**config.mk**
```make
export PLATFORM = sky130hd
export DESIGN_NAME = tic_tac_toe_auto_player_flat
export DESIGN_NICKNAME = d
export VERILOG_FILES = /design/src/rtl/tic_tac_toe_auto_player_pkg.sv /design/src/rtl/tic_tac_toe_auto_player_if.sv /design/src/rtl/tic_tac_toe_auto_player_cell_score.sv /design/src/rtl/tic_tac_toe_auto_player.sv /design/src/flat_wrapper.sv
export SDC_FILE = /design/constraint.sdc
export NUM_CORES = 1
export LEC_CHECK = 0
export ABC_AREA = 0
export CORE_MARGIN = 2
export CORE_UTILIZATION = 56
export DETAILED_ROUTE_END_ITERATION = 12
export HOLD_SLACK_MARGIN = 0.06
export PLACE_DENSITY = 0.8
export SETUP_SLACK_MARGIN = 0.2
export SYNTH_ARGS = -nofsm -noshare
export SYNTH_HDL_FRONTEND = slang
export SYNTH_SLANG_ARGS = --single-unit
```
**constraint.sdc**
```tcl
create_clock -name clk -period 4 [get_ports clk]
set_input_delay 0.6 -clock clk [delete_from_list [all_inputs] [get_ports clk]]
set_output_delay 0.6 -clock clk [all_outputs]
set_load 0.02 [all_outputs]
```
**src/rtl/tic_tac_toe_auto_player_pkg.sv**
```systemverilog
// ttt_pkg: shared states, board geometry and move scores for the auto player
package ttt_pkg;
  typedef enum logic [2:0] {IDLE, SCAN, THINK, PRESS, WAIT_ACK} state_t;
  localparam int NUM_CELLS = 9;
  localparam logic [3:0] LINES [8][3] = '{
    '{4'd0, 4'd1, 4'd2}, '{4'd3, 4'd4, 4'd5}, '{4'd6, 4'd7, 4'd8},
    '{4'd0, 4'd3, 4'd6}, '{4'd1, 4'd4, 4'd7}, '{4'd2, 4'd5, 4'd8},
    '{4'd0, 4'd4, 4'd8}, '{4'd2, 4'd4, 4'd6}
  };
  localparam logic [2:0] SCORE_WIN = 3'd4;
  localparam logic [2:0] SCORE_BLOCK = 3'd3;
  localparam logic [2:0] SCORE_CENTER = 3'd2;
  localparam logic [2:0] SCORE_CORNER = 3'd1;
  localparam logic [2:0] SCORE_EDGE = 3'd0;
  function automatic logic [1:0] line_count(logic [NUM_CELLS-1:0] cells, int l);
    return 2'(cells[LINES[l][0]]) + 2'(cells[LINES[l][1]]) + 2'(cells[LINES[l][2]]);
  endfunction
endpackage

```
**src/rtl/tic_tac_toe_auto_player_if.sv**
```systemverilog
// tic_tac_toe_auto_player_if: board/turn inputs and move outputs of the auto player
interface tic_tac_toe_auto_player_if;
  import ttt_pkg::*;
  logic enable, my_turn, game_over;
  logic [NUM_CELLS-1:0] p1_cells, p2_cells, button;
  logic busy, ack_err;
  logic [3:0] move_idx;
  modport master(output enable, my_turn, game_over, p1_cells, p2_cells, input button, busy, move_idx, ack_err);
  modport slave(input enable, my_turn, game_over, p1_cells, p2_cells, output button, busy, move_idx, ack_err);
endinterface

```
**src/rtl/tic_tac_toe_auto_player_cell_score.sv**
```systemverilog
// ttt_cell_score: scores one square for player 2 (win > block > centre > corner > edge)
module ttt_cell_score
  import ttt_pkg::*;
(
  input  logic [NUM_CELLS-1:0] p1_cells,
  input  logic [NUM_CELLS-1:0] p2_cells,
  input  logic [3:0]           idx,
  output logic [2:0]           score,
  output logic                 empty
);
  logic win, blk, corner;
  // a line through an empty idx with two marks of one player means its other two squares hold them
  always_comb begin
    win = 1'b0;
    blk = 1'b0;
    for (int l = 0; l < 8; l++) begin
      win = win | ((idx == LINES[l][0] || idx == LINES[l][1] || idx == LINES[l][2]) && line_count(p2_cells, l) == 2'd2);
      blk = blk | ((idx == LINES[l][0] || idx == LINES[l][1] || idx == LINES[l][2]) && line_count(p1_cells, l) == 2'd2);
    end
  end
  assign empty = ~(p1_cells[idx] | p2_cells[idx]);
  assign corner = idx == 4'd0 || idx == 4'd2 || idx == 4'd6 || idx == 4'd8;
  assign score = !empty ? SCORE_EDGE : win ? SCORE_WIN : blk ? SCORE_BLOCK :
                 idx == 4'd4 ? SCORE_CENTER : corner ? SCORE_CORNER : SCORE_EDGE;
endmodule

```
**src/rtl/tic_tac_toe_auto_player.sv**
```systemverilog
// tic_tac_toe_auto_player: scans the board, picks player 2's move, presses it and checks the ack
module tic_tac_toe_auto_player
  import ttt_pkg::*;
#(
  parameter int THINK_CYCLES = 16,
  parameter int ACK_TIMEOUT = 8
) (
  input logic clk,
  input logic reset,
  tic_tac_toe_auto_player_if.slave bus
);
  state_t state, nxt;
  logic [3:0] idx, best_idx, move_idx;
  logic [2:0] score, best_score;
  logic [15:0] think_cnt;
  logic [7:0] ack_cnt;
  logic [NUM_CELLS-1:0] button;
  logic empty, take, best_valid, go, last, acked, timeout, ack_err;
  ttt_cell_score u_score (
    .p1_cells(bus.p1_cells),
    .p2_cells(bus.p2_cells),
    .idx(idx),
    .score(score),
    .empty(empty)
  );
  assign go = bus.enable & bus.my_turn & ~bus.game_over;
  assign take = empty & (~best_valid | score > best_score);
  assign last = idx == 4'(NUM_CELLS - 1);
  assign acked = bus.p2_cells[move_idx];
  assign timeout = state == WAIT_ACK && !acked && ack_cnt == 8'(ACK_TIMEOUT - 1) && bus.enable;
  assign bus.button = button;
  assign bus.busy = state != IDLE;
  assign bus.move_idx = move_idx;
  assign bus.ack_err = ack_err;
  // next state; enable low always parks the block, WAIT_ACK deliberately ignores my_turn
  always_comb begin
    nxt = state;
    unique case (state)
      IDLE:     nxt = go ? SCAN : IDLE;
      SCAN:     nxt = !go ? IDLE : !last ? SCAN : (take | best_valid) ? THINK : IDLE;
      THINK:    nxt = !go ? IDLE : think_cnt == 16'(THINK_CYCLES - 1) ? PRESS : THINK;
      PRESS:    nxt = WAIT_ACK;
      WAIT_ACK: nxt = (acked | timeout) ? IDLE : WAIT_ACK;
      default:  nxt = IDLE;
    endcase
    if (!bus.enable) nxt = IDLE;
  end
  // state, scan/best registers, counters and registered outputs
  always_ff @(posedge clk) begin
    if (reset) begin
      state <= IDLE;
      idx <= '0;
      best_valid <= 1'b0;
      best_score <= '0;
      best_idx <= '0;
      move_idx <= '0;
      think_cnt <= '0;
      ack_cnt <= '0;
      button <= '0;
      ack_err <= 1'b0;
    end else begin
      state <= nxt;
      idx <= state == SCAN ? idx + 4'd1 : 4'd0;
      best_valid <= state == SCAN && (best_valid | take);
      best_score <= (state == SCAN && take) ? score : best_score;
      best_idx <= (state == SCAN && take) ? idx : best_idx;
      move_idx <= (state == SCAN && nxt == THINK) ? (take ? idx : best_idx) : move_idx;
      think_cnt <= state == THINK ? think_cnt + 16'd1 : 16'd0;
      ack_cnt <= state == WAIT_ACK ? ack_cnt + 8'd1 : 8'd0;
      button <= nxt == PRESS ? NUM_CELLS'(1) << move_idx : '0;
      ack_err <= ack_err | timeout;
    end
  end
endmodule

```
**src/flat_wrapper.sv**
```systemverilog
// flat-port wrapper written by rule: the top's interface ports become plain ports
module tic_tac_toe_auto_player_flat import ttt_pkg::*;
#(
  parameter int THINK_CYCLES = 16,
  parameter int ACK_TIMEOUT = 8
)
  (clk, reset, bus_enable, bus_my_turn, bus_game_over, bus_p1_cells, bus_p2_cells, bus_button, bus_busy, bus_move_idx, bus_ack_err);
  tic_tac_toe_auto_player_if bus_i ();
  input logic clk;
  input logic reset;
  input wire logic [$bits(bus_i.enable)-1:0] bus_enable;
  input wire logic [$bits(bus_i.my_turn)-1:0] bus_my_turn;
  input wire logic [$bits(bus_i.game_over)-1:0] bus_game_over;
  input wire logic [$bits(bus_i.p1_cells)-1:0] bus_p1_cells;
  input wire logic [$bits(bus_i.p2_cells)-1:0] bus_p2_cells;
  output wire logic [$bits(bus_i.button)-1:0] bus_button;
  output wire logic [$bits(bus_i.busy)-1:0] bus_busy;
  output wire logic [$bits(bus_i.move_idx)-1:0] bus_move_idx;
  output wire logic [$bits(bus_i.ack_err)-1:0] bus_ack_err;
  assign bus_i.enable = bus_enable;
  assign bus_i.my_turn = bus_my_turn;
  assign bus_i.game_over = bus_game_over;
  assign bus_i.p1_cells = bus_p1_cells;
  assign bus_i.p2_cells = bus_p2_cells;
  assign bus_button = bus_i.button;
  assign bus_busy = bus_i.busy;
  assign bus_move_idx = bus_i.move_idx;
  assign bus_ack_err = bus_i.ack_err;
  tic_tac_toe_auto_player #(.THINK_CYCLES(THINK_CYCLES), .ACK_TIMEOUT(ACK_TIMEOUT)) u_core (.clk(clk), .reset(reset), .bus(bus_i));
endmodule
```
==> reports/qor.csv <==
stage;metric;value;unit
run_status;status;complete, no violations;
routing;WL met2;3.79;mm
grt;initial antenna violation count;0;
logic_synthesis;Yosys reg bits;53;
sta;final worst slack;330;ps
clocking;clock latency on the worst-skew pair;320;ps
logic_synthesis;Avg Inst Size Synth;8.86;um2
clocking;CTS Hold Bufs;0;
power;Design Power;1.07;mW
final_layout;layout cells sized above 1;17.7;%
grt;grt total ovfl;0;
job;maxcap violations;0;
logic_synthesis;mux contribution to synthesized area;4.92;%
final_layout;Post-Layout Cell Count;491;
logic_synthesis;Post-synth EDFFs;0;
placement;buffers added on ports;37;
floorplanning;Die ar.;0.00635;mm2
setup_path;Crit Path Class;primary input to flip-flop;
sta;Final min period;3670;ps
grt;vias in the first global route;2692;
floorplanning;die outline width;79.7;um
setup_path;CP Launch Type;primary input;
routing;post-detailed-route wirelength per cell;15.7;um
routing;# DRC;0;
logic_synthesis;Synth Area in XOR/XNOR;5.46;%
floorplanning;core footprint;0.00551;mm2
sta;RSZ-0062 raised after global routing;no;
sta;Final setup viols;0;
logic_synthesis;Synth Area in Simple Gates;26.9;%
routing;uppermost layer routed;met4;
sta;Clock Skew;14.2;ps
sta;period utilization;91.8;%
setup_path;Worst path max stage delay;510;ps
sta;relative slew slack;39.8;%
clocking;CTS tree;built;
logic_synthesis;adder-cell share of the synthesized area;13.5;%
logic_synthesis;Post-synth ARST share;0;%
sta;Fmax;272;MHz
power;Power Density;263;mW/mm2
final_layout;design area;0.00405;mm2
power;internal power;800;uW
clocking;number of buffers created by CTS;5;
power;switching share of power;25.0;%
grt;largest net degree at the start of global routing;27;
logic_synthesis;post-synth top area cell;dfxtp_1;
final_layout;antenna cells;0;
logic_synthesis;largest family of logic cells by synthesized area;simple AND/OR/NAND/NOR gates;
logic_synthesis;Net Count, Synth;410;
setup_path;Crit path arrival time;3910;ps
placement;DPL Wire Length;5.85;mm
routing;drt total wl;7.69;mm
logic_synthesis;Gate Count Post-Synth;362;
hold_path;worst hold path class;flip-flop to flip-flop;
floorplanning;row count;27;
setup_path;WP data required;4240;ps
logic_synthesis;ys flop type;dfxtp_1;
routing;1st-pass router iterations;5;
power;Clk pwr share;34.8;%
placement;dpl cell area;0.00377;mm2
clocking;clock-pin slew on the worst setup and hold paths;100;ps
clocking;root buffer cell;clkbuf_8;
setup_path;crit-path max FO;6;
sta;Pins Over Slew Limit;0;
logic_synthesis;top cells by area, synth;dfxtp_1, fa_1, nor2_1;
power;Sequential Power Share;49.6;%
power;Gate power share;15.7;%
final_layout;Area growth syn-to-layout;26.4;%
setup_path;Slowest cell on crit path;fa_1;
logic_synthesis;sequential share of the synthesized area;33.1;%
power;Sw Pwr;267;uW
routing;antenna viol nets, final;0;
floorplanning;Die Y;79.7;um
clocking;H-tree depth;2;
routing;DR WL met3;401;um
setup_path;CP Capture Type;flip-flop;
grt;first-pass GRT wire length;12.5;mm
logic_synthesis;share of the synthesized area in the top cell type;33.1;%
logic_synthesis;Distinct cells, synth;56;
sta;pin slew with the least headroom to its limit;901;ps
routing;initial DRC count;145;
logic_synthesis;Synth Cell Area;0.00321;mm2
clocking;CTS max path bufs;2;
power;Static Leak;1.68;nW
final_layout;Core Util, Final;73.6;%
floorplanning;Ports;38;
logic_synthesis;complex-gate fraction of the synthesized area;10.2;%
placement;DP Cell Count;482;
sta;setup TNS;0;ps
clocking;clk sinks;53;
routing;DR vias/cell;5.83;
grt;gr usage total;25.5;%
sta;hold_ws;457;ps
setup_path;critical path, cell by cell;clkdlybuf4s50_1, inv_1, fa_1, nand2b_1, nor4_1, a31oi_1, and4_1, buf_4, nor2_2, ha_4, and3_4, a211oi_4, nand2b_4, o211a_4, buf_6, o211ai_1, a21oi_2;
power;worst vdd ir;0.226;mV
placement;routability cong.;0.913;
final_layout;Final #Nets;466;
routing;Vias;2863;
floorplanning;Initial Util;58.2;%
placement;dpl ws;-150;ps
sta;Fin. Hold Viols;0;
routing;WL met1;3.33;mm
logic_synthesis;Synth Warn #;0;
-- state kept, by name, summed over array words and instances, names as in the netlist --
name                 flops
u_core.state             3
u_core.best_valid        1
u_core.ack_cnt           8
u_core.think_cnt        16
u_core.bus.ack_err       1
u_core.bus.move_idx      4
u_core.best_idx          4
u_core.best_score        3
u_core.idx               4
u_core.bus.button        9
-- cells in the final DEF, fill, tap and decap left out, drive strengths merged, types with 6 or more instances in the layout --
cell type      instances
a21oi                  9
a31oi                  6
and3                  13
buf                   22
clkdlybuf4s50         23
dfxtp                 53
dlymetal6s2s          14
fa                    16
ha                     9
inv                   37
mux2i                  9
nand2                 13
nand2b                11
nand3                 16
nor2                  49
nor3                   8
nor4                  17
o21ai                 10
xnor2                  8
xor2                  12
-- cell usage after synthesis, drive strengths merged, types with 9 or more instances --
master and number:
a21oi 9, and3 13, dfxtp 53, fa 16, ha 9, inv 36
mux2i 9, nand2 13, nand2b 11, nand3 16, nor2 49, nor4 17
o21ai 10, xor2 12
-- final timing paths --
kind                                          start                   end  slack, ps  depth (start not counted)
worst max-delay path                bus_p2_cells[1]  u_core.best_score[0]        330                         17
worst max register to register        u_core.idx[1]  u_core.best_score[0]        380                         15
worst min register to register  u_core.think_cnt[0]   u_core.think_cnt[0]        460                          1
worst min-delay path            u_core.think_cnt[0]   u_core.think_cnt[0]        460                          1
-- critical path, delay by kind of cell --
| family | cells | cell delay, ps |
|---|---|---|
| AO/OA/AOI/OAI | 5 | 780 |
| buffers and inverters | 4 | 840 |
| AND/OR/NAND/NOR | 6 | 940 |
| adder cells (fa/ha/maj) | 2 | 740 |
-- logic make-up after synthesis --
family	after synthesis
AO/OA/AOI/OAI	47
flip-flops	53
XOR/XNOR	20
adder cells (fa/ha/maj)	25
buffers and inverters	47
AND/OR/NAND/NOR	158
multiplexers	12
-- metal layers --
metal	vias to the layer above	global-route usage, %
met5	-	0
met4	0	10.3
met3	17	4.64
met2	79	41.4
met1	1394	33.4
li1	1373	-
-- power groups by stage --
stage	Sequential [mW]	Clock, mW	Combinational, mW
after global placement	0.541	0	0.139
final	0.529	0.371	0.167
after floorplan	0.541	0	0.0756
after detailed placement	0.541	0	0.145
after global routing	0.529	0.396	0.184
after CTS	0.529	0.374	0.147
-- cell type report --
type,instances,area (um2)
Clock inverter,3,43.8
Sequential cell,53,1060
Clock buffer,5,68.8
Timing Repair Buffer,59,578
Fill cell,406,1450
Inverter,37,139
Tap cell,72,90.1
Multi-Input combinational cell,262,2070
-- repair_timing --
action,in CTS,in global routing
buffers inserted,0,1
resized for setup,1,51
pin swaps,0,12
setup endpoints to repair,7,11
(Power assumes the default switching activity.)
